### src/rtl/serial_sub_pkg.sv
// Shared types and constants for the bit-serial subtractor.
package serial_sub_pkg;

  localparam int unsigned SUB_WIDTH_DEFAULT = 4;

  typedef enum logic [1:0] {
    IDLE  = 2'd0,
    SHIFT = 2'd1,
    DONE  = 2'd2
  } sub_state_t;

endpackage

### src/rtl/full_subtractor_1bit.sv
// Single-bit full subtractor cell: d = x - y - bin, bo = borrow out.
module full_subtractor_1bit (
  input  logic x,
  input  logic y,
  input  logic bin,
  output logic d,
  output logic bo
);

  // Difference and borrow of one bit column
  always_comb begin
    d  = x ^ y ^ bin;
    bo = (~x & y) | (~(x ^ y) & bin);
  end

endmodule

### src/rtl/serial_subtractor_4bit.sv
// Bit-serial two's-complement subtractor, diff = a - b, LSB first, one bit per clock.
// Optional signed-overflow output enabled by defining SERIAL_SUB_OVERFLOW_EN.
module serial_subtractor_4bit
  import serial_sub_pkg::*;
#(
  parameter int unsigned WIDTH = SUB_WIDTH_DEFAULT
) (
  input  logic             clk,
  input  logic             rst,
  input  logic             start,
  input  logic [WIDTH-1:0] a,
  input  logic [WIDTH-1:0] b,
  output logic             busy,
  output logic             done,
  output logic [WIDTH-1:0] diff,
  output logic             bout
`ifdef SERIAL_SUB_OVERFLOW_EN
  ,
  output logic             ovf
`endif
);

  localparam int unsigned CW = $clog2(WIDTH);

  sub_state_t       state;
  logic [WIDTH-1:0] a_sr;
  logic [WIDTH-1:0] b_sr;
  logic [WIDTH-1:0] diff_sr;
  logic             borrow;
  logic [CW-1:0]    cnt;
  logic             cell_d;
  logic             cell_bo;
  logic             last_bit;
  logic             accept;

  full_subtractor_1bit u_cell (
    .x   (a_sr[0]),
    .y   (b_sr[0]),
    .bin (borrow),
    .d   (cell_d),
    .bo  (cell_bo)
  );

  // Decode the final bit of an operation and whether this edge takes a new one
  always_comb begin
    last_bit = (cnt == CW'(WIDTH - 1));
    accept   = start && (state != SHIFT);
  end

  // Control FSM with registered busy/done
  always_ff @(posedge clk or posedge rst) begin
    if (rst) begin
      state <= IDLE;
      busy  <= 1'b0;
      done  <= 1'b0;
    end else begin
      unique case (state)
        IDLE: begin
          done <= 1'b0;
          if (start) begin
            state <= SHIFT;
            busy  <= 1'b1;
          end
        end
        SHIFT: begin
          if (last_bit) begin
            state <= DONE;
            busy  <= 1'b0;
            done  <= 1'b1;
          end
        end
        DONE: begin
          done <= 1'b0;
          if (start) begin
            state <= SHIFT;
            busy  <= 1'b1;
          end else begin
            state <= IDLE;
          end
        end
        default: begin
          state <= IDLE;
          busy  <= 1'b0;
          done  <= 1'b0;
        end
      endcase
    end
  end

  // Operand/result shift registers, borrow and bit counter
  always_ff @(posedge clk or posedge rst) begin
    if (rst) begin
      a_sr    <= '0;
      b_sr    <= '0;
      diff_sr <= '0;
      borrow  <= 1'b0;
      cnt     <= '0;
`ifdef SERIAL_SUB_OVERFLOW_EN
      ovf     <= 1'b0;
`endif
    end else if (accept) begin
      a_sr    <= a;
      b_sr    <= b;
      diff_sr <= '0;
      borrow  <= 1'b0;
      cnt     <= '0;
`ifdef SERIAL_SUB_OVERFLOW_EN
      ovf     <= 1'b0;
`endif
    end else if (state == SHIFT) begin
      a_sr    <= a_sr >> 1;
      b_sr    <= b_sr >> 1;
      diff_sr <= {cell_d, diff_sr[WIDTH-1:1]};
      borrow  <= cell_bo;
      // Hold the counter on the final bit so it never wraps
      if (!last_bit) begin
        cnt <= cnt + CW'(1);
      end
`ifdef SERIAL_SUB_OVERFLOW_EN
      // On the final bit the cell sees the operand sign bits
      if (last_bit) begin
        ovf <= (a_sr[0] != b_sr[0]) && (cell_d != a_sr[0]);
      end
`endif
    end
  end

  assign diff = diff_sr;
  assign bout = borrow;

endmodule
### config.mk
export PLATFORM = sky130hd
export DESIGN_NAME = serial_subtractor_4bit
export DESIGN_NICKNAME = d
export VERILOG_FILES = /design/src/rtl/serial_sub_pkg.sv /design/src/rtl/full_subtractor_1bit.sv /design/src/rtl/serial_subtractor_4bit.sv
export SDC_FILE = /design/constraint.sdc
export NUM_CORES = 1
export LEC_CHECK = 0
export CAP_MARGIN = 40
export CELL_PAD_IN_SITES_DETAIL_PLACEMENT = 1
export CELL_PAD_IN_SITES_GLOBAL_PLACEMENT = 1
export CORE_ASPECT_RATIO = 0.5
export CORE_MARGIN = 5
export CORE_UTILIZATION = 30
export CTS_BUF_LIST = sky130_fd_sc_hd__clkbuf_4 sky130_fd_sc_hd__clkbuf_8
export DETAILED_ROUTE_END_ITERATION = 8
export GPL_TIMING_DRIVEN = 0
export HOLD_SLACK_MARGIN = 0.12
export PLACE_DENSITY = 0.59
export RECOVER_POWER = 25
export SLEW_MARGIN = 20
export SYNTH_ARGS = -nofsm -noshare
export SYNTH_HDL_FRONTEND = slang
export SYNTH_SLANG_ARGS = --single-unit
### constraint.sdc
create_clock -name clk -period 3.7 [get_ports clk]
set_input_delay 0.925 -clock clk [delete_from_list [all_inputs] [get_ports clk]]
set_output_delay 0.925 -clock clk [all_outputs]
set_load 0.01 [all_outputs]
**After elaboration in Yosys (flattened, before gate mapping)**

Cells that the tools add are included.

- Input bits: 11
- Register bits after elaboration: 19
- Logic and storage cells: 51

- Reductions and logical operators: 7
- Add/subtract/negate cells: 1
- Bitwise operators: 7
- Equality and inequality tests: 8
- Mux-type cells: 20

Operators with widths:

| cell | count |
|---|---|
| two-way mux 4 bit | 6 |
| two-way mux 2 bit | 5 |
| two-way mux 1 bit | 7 |
| inequality test 2 x 1 -> 1 bit, second input constant | 3 |
| case mux 2 bit (3 select lines) | 1 |
| AND reduction 2 bit | 3 |
| == test 2 bit, second input constant | 2 |
| inequality test 2 bit, second input constant | 2 |
| adder 2 x 1 -> 2 bit, second input constant | 1 |
| AND 1 bit | 2 |
| == test 2 x 1 -> 1 bit, second input constant | 1 |
| zero test 2 bit | 1 |
| NOT 1 bit | 2 |
| case mux 1 bit (2 select lines) | 1 |
| nonzero test 2 bit | 1 |
| OR reduction 2 bit | 1 |
| bitwise XOR 1 bit | 2 |
| logical AND 1 bit | 1 |
| OR 1 bit | 1 |

**Logic depth before layout (Yosys ltp)**

Gate-level depths: netlist (run 1).

- Depth after elaboration: 6
- Depth in mapped cells: 4
- Gate-level depth less buffers: 3

**Hierarchy**

A second synthesis (run 1) with hierarchy kept.

- Cells, all modules: 71
- Area total of the unflattened synthesis: 967.2 um^2

Modules (own cells, without submodules):

| module | times used | cells an instance | sequential area each (um^2) | area each (um^2) |
|---|---|---|---|---|
| serial_subtractor_4bit | 1 | 67 | 475.5 | 935.9 |
| full_subtractor_1bit | 1 | 4 | 0.0 | 31.3 |

**Worst setup path before layout (run 1)**

OpenSTA, ideal clock, no wires.

- Path type: in2reg
- Start: input start
- End: register a_sr[0]
- Stages on the path: 3
- Setup slack: 1986 ps
- Library setup time: 125 ps
- Arrival: 1589 ps
- Cells stage by stage: buf_6 > mux2_1 > mux2_4

- Cells in the longest elaborated chain, start to end: 2
- Elaborated cells on any way between the ends: 3

RTL lines:

| what | line | source |
|---|---|---|
| start, declared | serial_subtractor_4bit.sv:10 | `input logic start,` |
| logical AND 1 bit * | serial_subtractor_4bit.sv:47 | `accept = start && (state != SHIFT);` |
| two-way mux 4 bit or nonzero test 2 bit (tied branches) | -- |  |
| end signal, assigned | serial_subtractor_4bit.sv:111 | `a_sr <= a_sr >> 1;` |
| end, declared | serial_subtractor_4bit.sv:26 | `logic [WIDTH-1:0] a_sr;` |

Mark *: on every way between the ends. The rest lies on a longest branch, timed or not.
A chain may end at the register's enable or synchronous reset.

**Worst setup path in the final report (run 1)**

- Start: register borrow (netlist: bout)
- End: output bout

RTL lines:

| what | line | source |
|---|---|---|
| start, declared | serial_subtractor_4bit.sv:29 | `logic borrow;` |
| start signal, assigned | serial_subtractor_4bit.sv:114 | `borrow <= cell_bo;` |
| end, declared | serial_subtractor_4bit.sv:16 | `output logic bout` |

No word-level cell between the ends.

==> impl_metrics.json, run 1 <==
{
  "rsz0062_at_grt": "false",
  "drt_pre_antenna_iters": 3,
  "port_buffers": 16,
  "synth-simple-area-share_pct": 11.01,
  "cts_resized": 0,
  "die_w_um": 89.78,
  "rows": 14,
  "slew_headroom_pct": 34.67,
  "cp-start-kind": "register",
  "synth_xor_area_share_pct": 0.9174,
  "cts_root_buf": "clkbuf_8",
  "leakagePower_nw": 0.5726,
  "final_layout_size_suffix_gt1_share_pct": 20.00,
  "dp_slack_ns": 1.686,
  "max_stage_delay_ns": 0.55,
  "ant_nets": 0,
  "r2r-start": "cnt[0]$_DFFE_PP0P_",
  "cts_tree": "done",
  "fin_area_sq_um": 1215,
  "path_cells": "clkdlybuf4s50_1",
  "grtUsageTotal_pct": 8.954,
  "start_util_pct": 31.50,
  "stdcell_count": 130,
  "slew_viol_final": 0,
  "yosys.cell_types.count": 23,
  "cpLargestDelayFamily": "buffers and inverters",
  "max_freq_ghz": 0.4712,
  "vdd_drop_max_mv": 0.2831,
  "cts_buffers": 3,
  "placed_area_sq_um": 1165,
  "postLayoutCoreUtil_pct": 40.09,
  "critPathBufInv": 1,
  "worst_slew_pin_slew_ns": 0.9799,
  "ys_seq_area_share_pct": 49.80,
  "synth_compound_area_share_pct": 3.145,
  "antenna_found_initial": 0,
  "cp.required_ns": 2.77,
  "placed_cells": 125,
  "min_to": "done$_DFFE_PP0P_",
  "endpoint_kind": "primary output",
  "synth_area_sq_um": 954.7,
  "avgViaCountPerCell": 4.500,
  "grt_start_max_net_pins": 20,
  "cts_setup_buffers": 0,
  "clock_latency_ns": 0.26,
  "synth_top_family_by_area": "multiplexers",
  "ys_seq_elements": 19,
  "area_growth_pct": 27.26,
  "r2r_slack_ns": 2.27,
  "drt_wl_total_um": 1872,
  "htreeDepth": 1,
  "gp_congestion": 0.7142,
  "multi_input_area_sq_um": 427.9,
  "hold_path_class": "reg2reg",
  "timing.rr.end": "cnt[1]$_DFFE_PP0P_",
  "wl_per_cell_um": 14.40,
  "grt_pass1_wl_um": 3160,
  "holdPathStages": 2,
  "dr.first_iter.drc_count": 11,
  "pwr_density_cell_nw_per_um2": 758.7,
  "finalSetupViolCount": 0,
  "synth_mux_area_share_pct": 26.61,
  "clkTransAtPathRegs_ns": 0.07,
  "regArea_sq_um": 475.5,
  "die_y_um": 49.89,
  "worst_ep_arrival_time_ns": 1.20,
  "worstHoldStart": "done$_DFFE_PP0P_",
  "crit_type": "reg2out",
  "overflow": 0,
  "min_period_ns": 2.122,
  "rr_worst_depth": 3,
  "cts_buffer_depth": 2,
  "grt_pass1_vias": 698,
  "core-area_sq_um": 3030,
  "num_vias": 585,
  "drc_errors": 0,
  "maxCapViolations": 0,
  "die-area_sq_um": 4479,
  "synth_fa_ha_area_share_pct": 3.408,
  "slowest_stage": "clkdlybuf4s50_1",
  "skew_ns": 0.003195,
  "path_depth": 1,
  "fin_ws_ns": 1.578,
  "nets": 104,
  "crit_fanout": 3,
  "synth_nets": 82,
  "nFillCells": 326,
  "avgSynthCellArea_sq_um": 13.84,
  "dpl.hpwl_um": 1407,
  "fin_tns_setup_ns": 0,
  "io_pins": 18,
  "status": "completed",
  "final-hold-violation-count": 0,
  "yosysWarnings": 0,
  "cts_sinks": 19,
  "finalCritPeriodShare_pct": 57.36,
  "n_antenna_cell": 0,
  "synth_cells": 69,
  "holdBufCountCts": 0
}
## metrics by stage
stage / total power, mW / hold slack, ns
after floorplan: 0.6454 / 0.4732
after global placement: 0.7552 / 0.4806
after detailed placement: 0.7874 / 0.4991
after CTS: 0.9482 / 0.5138
after global routing: 0.9932 / 0.5390
final: 0.9218 / 0.5086
## Yosys cell counts (all sizes together)
| cell | n | area (sq um) |
|---|---|---|
| fa | 1 | 20.02 |
| nand2b | 3 | 21.27 |
| a22o | 1 | 8.760 |
| and2b | 3 | 22.52 |
| or4bb | 1 | 11.26 |
| inv | 4 | 15.01 |
| o31ai | 1 | 7.510 |
| mux2 | 16 | 214.0 |
| nor2b | 2 | 12.51 |
| and2 | 1 | 6.260 |
| o311ai | 1 | 8.760 |
| dfrtp | 19 | 475.5 |
| o21ai | 1 | 5.000 |
| nand4b | 1 | 8.760 |
| nor2 | 4 | 15.01 |
| buf | 3 | 33.78 |
| xor2 | 1 | 8.760 |
| or2b | 1 | 7.510 |
| mux2i | 4 | 40.04 |
| ha | 1 | 12.51 |
## cells in the final DEF, fill, tap and decap left out
cell	count
nand2b_1	3
and2b_1	3
mux2_2	2
mux2i_1	4
o21ai_0	1
clkdlybuf4s50_1	15
nor2_1	4
and2_0	1
ha_1	1
mux2_1	5
a22o_1	1
or2b_1	1
buf_6	3
fa_1	1
clkbuf_8	3
nand4b_1	1
o31ai_1	1
nor2b_1	2
dlygate4sd3_1	1
xor2_1	1
mux2_4	9
inv_1	4
clkbuf_1	1
o311ai_1	1
dfrtp_1	19
or4bb_1	1
clkbuf_4	1
## power by group
part	internal, mW	total [mW]	leakage [nW]	switching (mW)
sequential	0.295	0.361	0.241	0.0667
clock	0.0839	0.150	0.0262	0.0665
combinational	0.253	0.410	0.306	0.157
## cells by family after synthesis
| kind of cell | after synthesis |
|---|---|
| AO/OA/AOI/OAI | 4 |
| flip-flops | 19 |
| buffers and inverters | 7 |
| adder cells (fa/ha/maj) | 2 |
| XOR/XNOR | 1 |
| multiplexers | 20 |
| AND/OR/NAND/NOR | 16 |
## sequential cells by signal, indices dropped and copies added, names as in the netlist
signal,flops
a_sr,4
b_sr,4
bout,1
busy,1
cnt,2
diff,4
done,1
state,2
## metal layers
layer  track usage [%]  vias to the layer above  wire, um
met3             3.343                        6        67
li1                  -                      276         -
met5                 0                        -         0
met2             16.02                       11       928
met4             4.523                        0        44
met1             9.309                      292       831
## layout make-up
cell class	instances	share of cell area, %
flip-flops and latches	19	39.13
multi-input cells	43	35.22
repair buffers	17	13.49
well taps	40	4.119
clock buffers	4	4.016
plain buffers	3	2.781
inverters	4	1.236
## worst max-delay path by stage
stage	from	to	slack, ns
6_report	bout$_DFFE_PP0P_	bout	1.58
5_1_grt	rst	diff[3]$_DFFE_PP0P_	1.40
4_1_cts	bout$_DFFE_PP0P_	bout	1.55
3_5_place_dp	b[2]	b_sr[2]$_DFFE_PP0P_	1.69
3_3_place_gp	a[2]	a_sr[2]$_DFFE_PP0P_	1.71
2_1_floorplan	start	a_sr[0]$_DFFE_PP0P_	1.99
No activity file was read; power rests on OpenSTA's default activity.
==> run 2, diff against run 1 <==
==> constraint.sdc (replaced) <==
create_clock -name clk -period 2.05 [get_ports clk]
set_input_delay 0.5125 -clock clk [delete_from_list [all_inputs] [get_ports clk]]
set_output_delay 0.5125 -clock clk [all_outputs]
set_load 0.01 [all_outputs]
==> run 2 against run 1 <==
Sequential power increased by 81%. Core utilization increased by 0.083 points. Combinational power up 81%. Critical endpoint unchanged. Largest cell class unchanged. Largest power group unchanged. Highest routed layer unchanged.
==> impl_metrics.json, run 2 (synthesized netlist as in run 1, its figures left out) <==
{
  "maxCapViolations": 0,
  "cts_tree": "done",
  "dpl.hpwl_um": 1407,
  "drt_pre_antenna_iters": 3,
  "cts_setup_buffers": 0,
  "start_util_pct": 31.50,
  "wl_per_cell_um": 14.42,
  "max_freq_ghz": 0.5848,
  "cts_buffer_depth": 2,
  "area_growth_pct": 27.52,
  "path_depth": 1,
  "nFillCells": 326,
  "die-area_sq_um": 4479,
  "fin_tns_setup_ns": 0,
  "finalSetupViolCount": 0,
  "final_common_cell": "dfrtp_1",
  "endpoint_kind": "primary output",
  "rsz0062_at_grt": "false",
  "drt_wl_total_um": 1875,
  "total_power_mw": 1.668,
  "skew_ns": 0.003220,
  "stdcell_count": 130,
  "htreeDepth": 1,
  "status": "completed",
  "grt_start_max_net_pins": 20,
  "cts_root_buf": "clkbuf_8",
  "leakagePower_nw": 0.5733,
  "slowest_stage": "clkdlybuf4s50_1",
  "cts_buffers": 3,
  "final_layout_size_suffix_gt1_share_pct": 21.11,
  "placed_area_sq_um": 1165,
  "crit_type": "reg2out",
  "die_y_um": 49.89,
  "die_w_um": 89.78,
  "holdBufCountCts": 0,
  "placed_cells": 125,
  "pwr_density_cell_nw_per_um2": 1370,
  "avgViaCountPerCell": 4.508,
  "slew_viol_final": 0,
  "core-area_sq_um": 3030,
  "io_pins": 18,
  "antenna_found_initial": 0,
  "rows": 14,
  "max_stage_delay_ns": 0.55,
  "dp_slack_ns": 0.4486,
  "drc_errors": 0,
  "grt_pass1_wl_um": 3160,
  "num_vias": 586,
  "cts_sinks": 19,
  "overflow": 0,
  "finalCritPeriodShare_pct": 83.41,
  "vdd_drop_max_mv": 0.5125,
  "clkTransAtPathRegs_ns": 0.07,
  "slew_headroom_pct": 34.87,
  "hold_path_class": "reg2reg",
  "r2r_slack_ns": 0.63,
  "nets": 104,
  "fin_ws_ns": 0.3401,
  "min_period_ns": 1.710,
  "grt_pass1_vias": 698,
  "ant_nets": 0,
  "final-hold-violation-count": 0,
  "n_antenna_cell": 0,
  "grtUsageTotal_pct": 8.954,
  "port_buffers": 16,
  "fin_area_sq_um": 1217,
  "clock_latency_ns": 0.26,
  "cpLargestDelayFamily": "buffers and inverters",
  "layout_common_cells": "dfrtp_1, clkdlybuf4s50_1, mux2_4",
  "cp.required_ns": 1.54,
  "postLayoutCoreUtil_pct": 40.17,
  "critPathBufInv": 1,
  "holdPathStages": 2,
  "path_cells": "clkdlybuf4s50_1",
  "cp-start-kind": "register",
  "rr_worst_depth": 3,
  "cts_resized": 0,
  "worst_slew_pin_slew_ns": 0.9770,
  "whs_ns": 0.5086,
  "dr.first_iter.drc_count": 10,
  "worst_ep_arrival_time_ns": 1.20,
  "crit_fanout": 3,
  "gp_congestion": 0.7142
}
## run 2: cell counts in the layout (fill, tap and decap cells not counted)
No cell type changed its count.
## run 2: report_power, final
part / internal, mW / switching (mW) / total, mW
Sequential: 0.532 / 0.122 / 0.653
Combinational: 0.460 / 0.284 / 0.744
Clock: 0.151 / 0.120 / 0.271
## run 2: worst reg2reg max path: stages, from the launching register on
cell,delay (ns)
dfrtp_1,0.41
ha_1,0.30
or4bb_1,0.52
o311ai_1,0.09
## run 2: final timing paths
| check | start | endpoint |
|---|---|---|
| worst max register to register | cnt[0]$_DFFE_PP0P_ | cnt[1]$_DFFE_PP0P_ |
| worst max-delay path | bout$_DFFE_PP0P_ | bout |
| worst min register to register | done$_DFFE_PP0P_ | done$_DFFE_PP0P_ |
| worst min-delay path | done$_DFFE_PP0P_ | done$_DFFE_PP0P_ |
| min in group asynchronous | rst | diff[0]$_DFFE_PP0P_ |
| max in group asynchronous | rst | a_sr[2]$_DFFE_PP0P_ |
## run 2: layer usage
layer	track usage (%)	vias to the layer above	wire (um)
met2	16.02	11	929
met3	3.343	6	67
met5	0	-	0
li1	-	276	-
met4	4.523	0	44
met1	9.309	293	833
## run 2: final cells by class
cell class	instances	area (sq um)	area share, %
Buffer	3	33.78	2.775
Sequential cell	19	475.5	39.05
Tap cell	40	50.05	4.111
Multi-Input combinational cell	43	430.4	35.35
Inverter	4	15.01	1.233
Timing Repair Buffer	17	163.9	13.46
Clock buffer	4	48.80	4.008
==> run 3, diff against run 2 <==
--- a/config.mk
+++ b/config.mk
@@ -15,7 +15,7 @@
 export DETAILED_ROUTE_END_ITERATION = 8
 export GPL_TIMING_DRIVEN = 0
 export HOLD_SLACK_MARGIN = 0.12
-export PLACE_DENSITY = 0.59
+export PLACE_DENSITY = 0.61
 export RECOVER_POWER = 25
 export SLEW_MARGIN = 20
 export SYNTH_ARGS = -nofsm -noshare
==> constraint.sdc (replaced) <==
create_clock -name clk -period 1.5 [get_ports clk]
set_input_delay 0.375 -clock clk [delete_from_list [all_inputs] [get_ports clk]]
set_output_delay 0.375 -clock clk [all_outputs]
set_load 0.01 [all_outputs]
==> run 3 against run 2 <==
Sequential share of layout area grew 0.24 points. Combinational power grew 30%. Core utilization shrank 0.25 points. Power grew 33%. Sequential power grew 35%. Global-route usage grew 0.21 points. Sequential cell count is the same. Largest power group unchanged.
==> impl_metrics.json, run 3 (synthesized netlist as in run 1, its figures left out) <==
{
  "status": "completed",
  "clkTransAtPathRegs_ns": 0.07,
  "nets": 104,
  "nFillCells": 327,
  "drc_errors": 0,
  "die-area_sq_um": 4479,
  "max_stage_delay_ns": 0.51,
  "die_w_um": 89.78,
  "cp.required_ns": 1.64,
  "hold_path_class": "in2async",
  "vdd_drop_max_mv": 0.6286,
  "stdcell_count": 130,
  "htreeDepth": 1,
  "grt_start_max_net_pins": 20,
  "slew_viol_final": 0,
  "final_layout_size_suffix_gt1_share_pct": 22.22,
  "overflow": 0,
  "cts_buffers": 3,
  "final_common_cell": "dfrtp_1",
  "dpl.hpwl_um": 1447,
  "cp-start-kind": "register",
  "core-area_sq_um": 3030,
  "leakagePower_nw": 0.5962,
  "cts_buffer_depth": 2,
  "die_y_um": 49.89,
  "final-hold-violation-count": 0,
  "fin_tns_setup_ns": 0,
  "layout_common_cells": "dfrtp_1, mux2_4, clkdlybuf4s50_1",
  "cts_tree": "done",
  "crit_fanout": 7,
  "cts_root_buf": "clkbuf_8",
  "grt_pass1_wl_um": 3187,
  "crit_type": "reg2reg",
  "path_cells": "ha_1 -> or4bb_1 -> o311ai_1",
  "port_buffers": 16,
  "num_vias": 574,
  "cpLargestDelayFamily": "simple AND/OR/NAND/NOR gates",
  "finalSetupViolCount": 0,
  "grtUsageTotal_pct": 9.168,
  "ant_nets": 0,
  "endpoint_kind": "register",
  "worst_ep_arrival_time_ns": 1.58,
  "pwr_density_cell_nw_per_um2": 1832,
  "slew_headroom_pct": 70.00,
  "holdBufCountCts": 0,
  "rsz0062_at_grt": "false",
  "critPathBufInv": 0,
  "max_freq_ghz": 0.6954,
  "worst_slew_pin_slew_ns": 0.4499,
  "skew_ns": 0.005257,
  "placed_cells": 125,
  "io_pins": 18,
  "min_period_ns": 1.438,
  "maxCapViolations": 0,
  "drt_pre_antenna_iters": 2,
  "area_growth_pct": 26.74,
  "gp_congestion": 0.7127,
  "wl_per_cell_um": 14.00,
  "cts_sinks": 19,
  "rows": 14,
  "finalCritPeriodShare_pct": 95.87,
  "antenna_found_initial": 0,
  "n_antenna_cell": 0,
  "drt_wl_total_um": 1820,
  "dr.first_iter.drc_count": 6,
  "avgViaCountPerCell": 4.415,
  "slowest_stage": "or4bb_1",
  "start_util_pct": 31.50,
  "grt_pass1_vias": 645,
  "clock_latency_ns": 0.25
}
## run 3: cell types whose count changed in the layout (fill, tap and decap cells not counted), sizes merged
cell,before,now
clkdlybuf4s50,15,8
dlygate4sd2,0,7
## run 3: path summary, 6_finish.rpt
path                                      from             endpoint  slack, ns  depth (start not counted)
setup / recovery            cnt[0]$_DFFE_PP0P_   cnt[1]$_DFFE_PP0P_       0.06                          3
hold / removal                             rst     done$_DFFE_PP0P_       0.40                          2
setup reg to reg            cnt[0]$_DFFE_PP0P_   cnt[1]$_DFFE_PP0P_       0.06                          3
hold reg to reg            b_sr[2]$_DFFE_PP0P_  b_sr[1]$_DFFE_PP0P_       0.50                          1
max in group asynchronous                  rst  a_sr[2]$_DFFE_PP0P_       0.50                          3
min in group clk           b_sr[2]$_DFFE_PP0P_  b_sr[1]$_DFFE_PP0P_       0.50                          1
## run 3: metal layers
| layer | global-route usage (%) | share of wire [%] | wire length, um |
|---|---|---|---|
| met1 | 10.73 | 43 | 785 |
| met2 | 15.66 | 54 | 987 |
| met3 | 2.888 | 2.6 | 47 |
| met4 | 3.769 | 0 | 0 |
| met5 | 0 | 0 | 0 |
## run 3: metrics by stage
step | power [mW] | hold slack, ns | setup WS (ns) | util, % | area (sq um)
after global placement | 1.868 | 0.4804 | 0.06278 | 38.44 | 1165
after CTS | 2.268 | 0.5053 | 0.04660 | 39.76 | 1205
after global routing | 2.407 | 0.3950 | 0.007370 | 39.93 | 1210
after detailed placement | 1.935 | 0.4941 | 0.03890 | 38.44 | 1165
final | 2.216 | 0.4015 | 0.06195 | 39.93 | 1210
after floorplan | 1.592 | 0.3261 | 0.2110 | - | 954.7
## run 3: layout make-up
type,count,area [sq um],area share [%]
Inverter,4,15.01,1.241
Buffer,3,33.78,2.792
Multi-Input combinational cell,43,430.4,35.57
Clock buffer,4,48.80,4.033
Tap cell,40,50.05,4.137
Sequential cell,19,475.5,39.30
Timing Repair Buffer,17,156.4,12.93
## run 3: what timing repair did
action,4_1_cts,5_1_grt
resized for setup,7,0
endpoints found under the setup margin,7,0
buffers inserted,0,0
## run 3: where the power goes
part / internal, mW / leakage (nW) / switching, mW
combinational: 0.577 / 0.329 / 0.387
sequential: 0.727 / 0.241 / 0.156
clock: 0.207 / 0.0262 / 0.162
total: 1.51 / 0.596 / 0.706
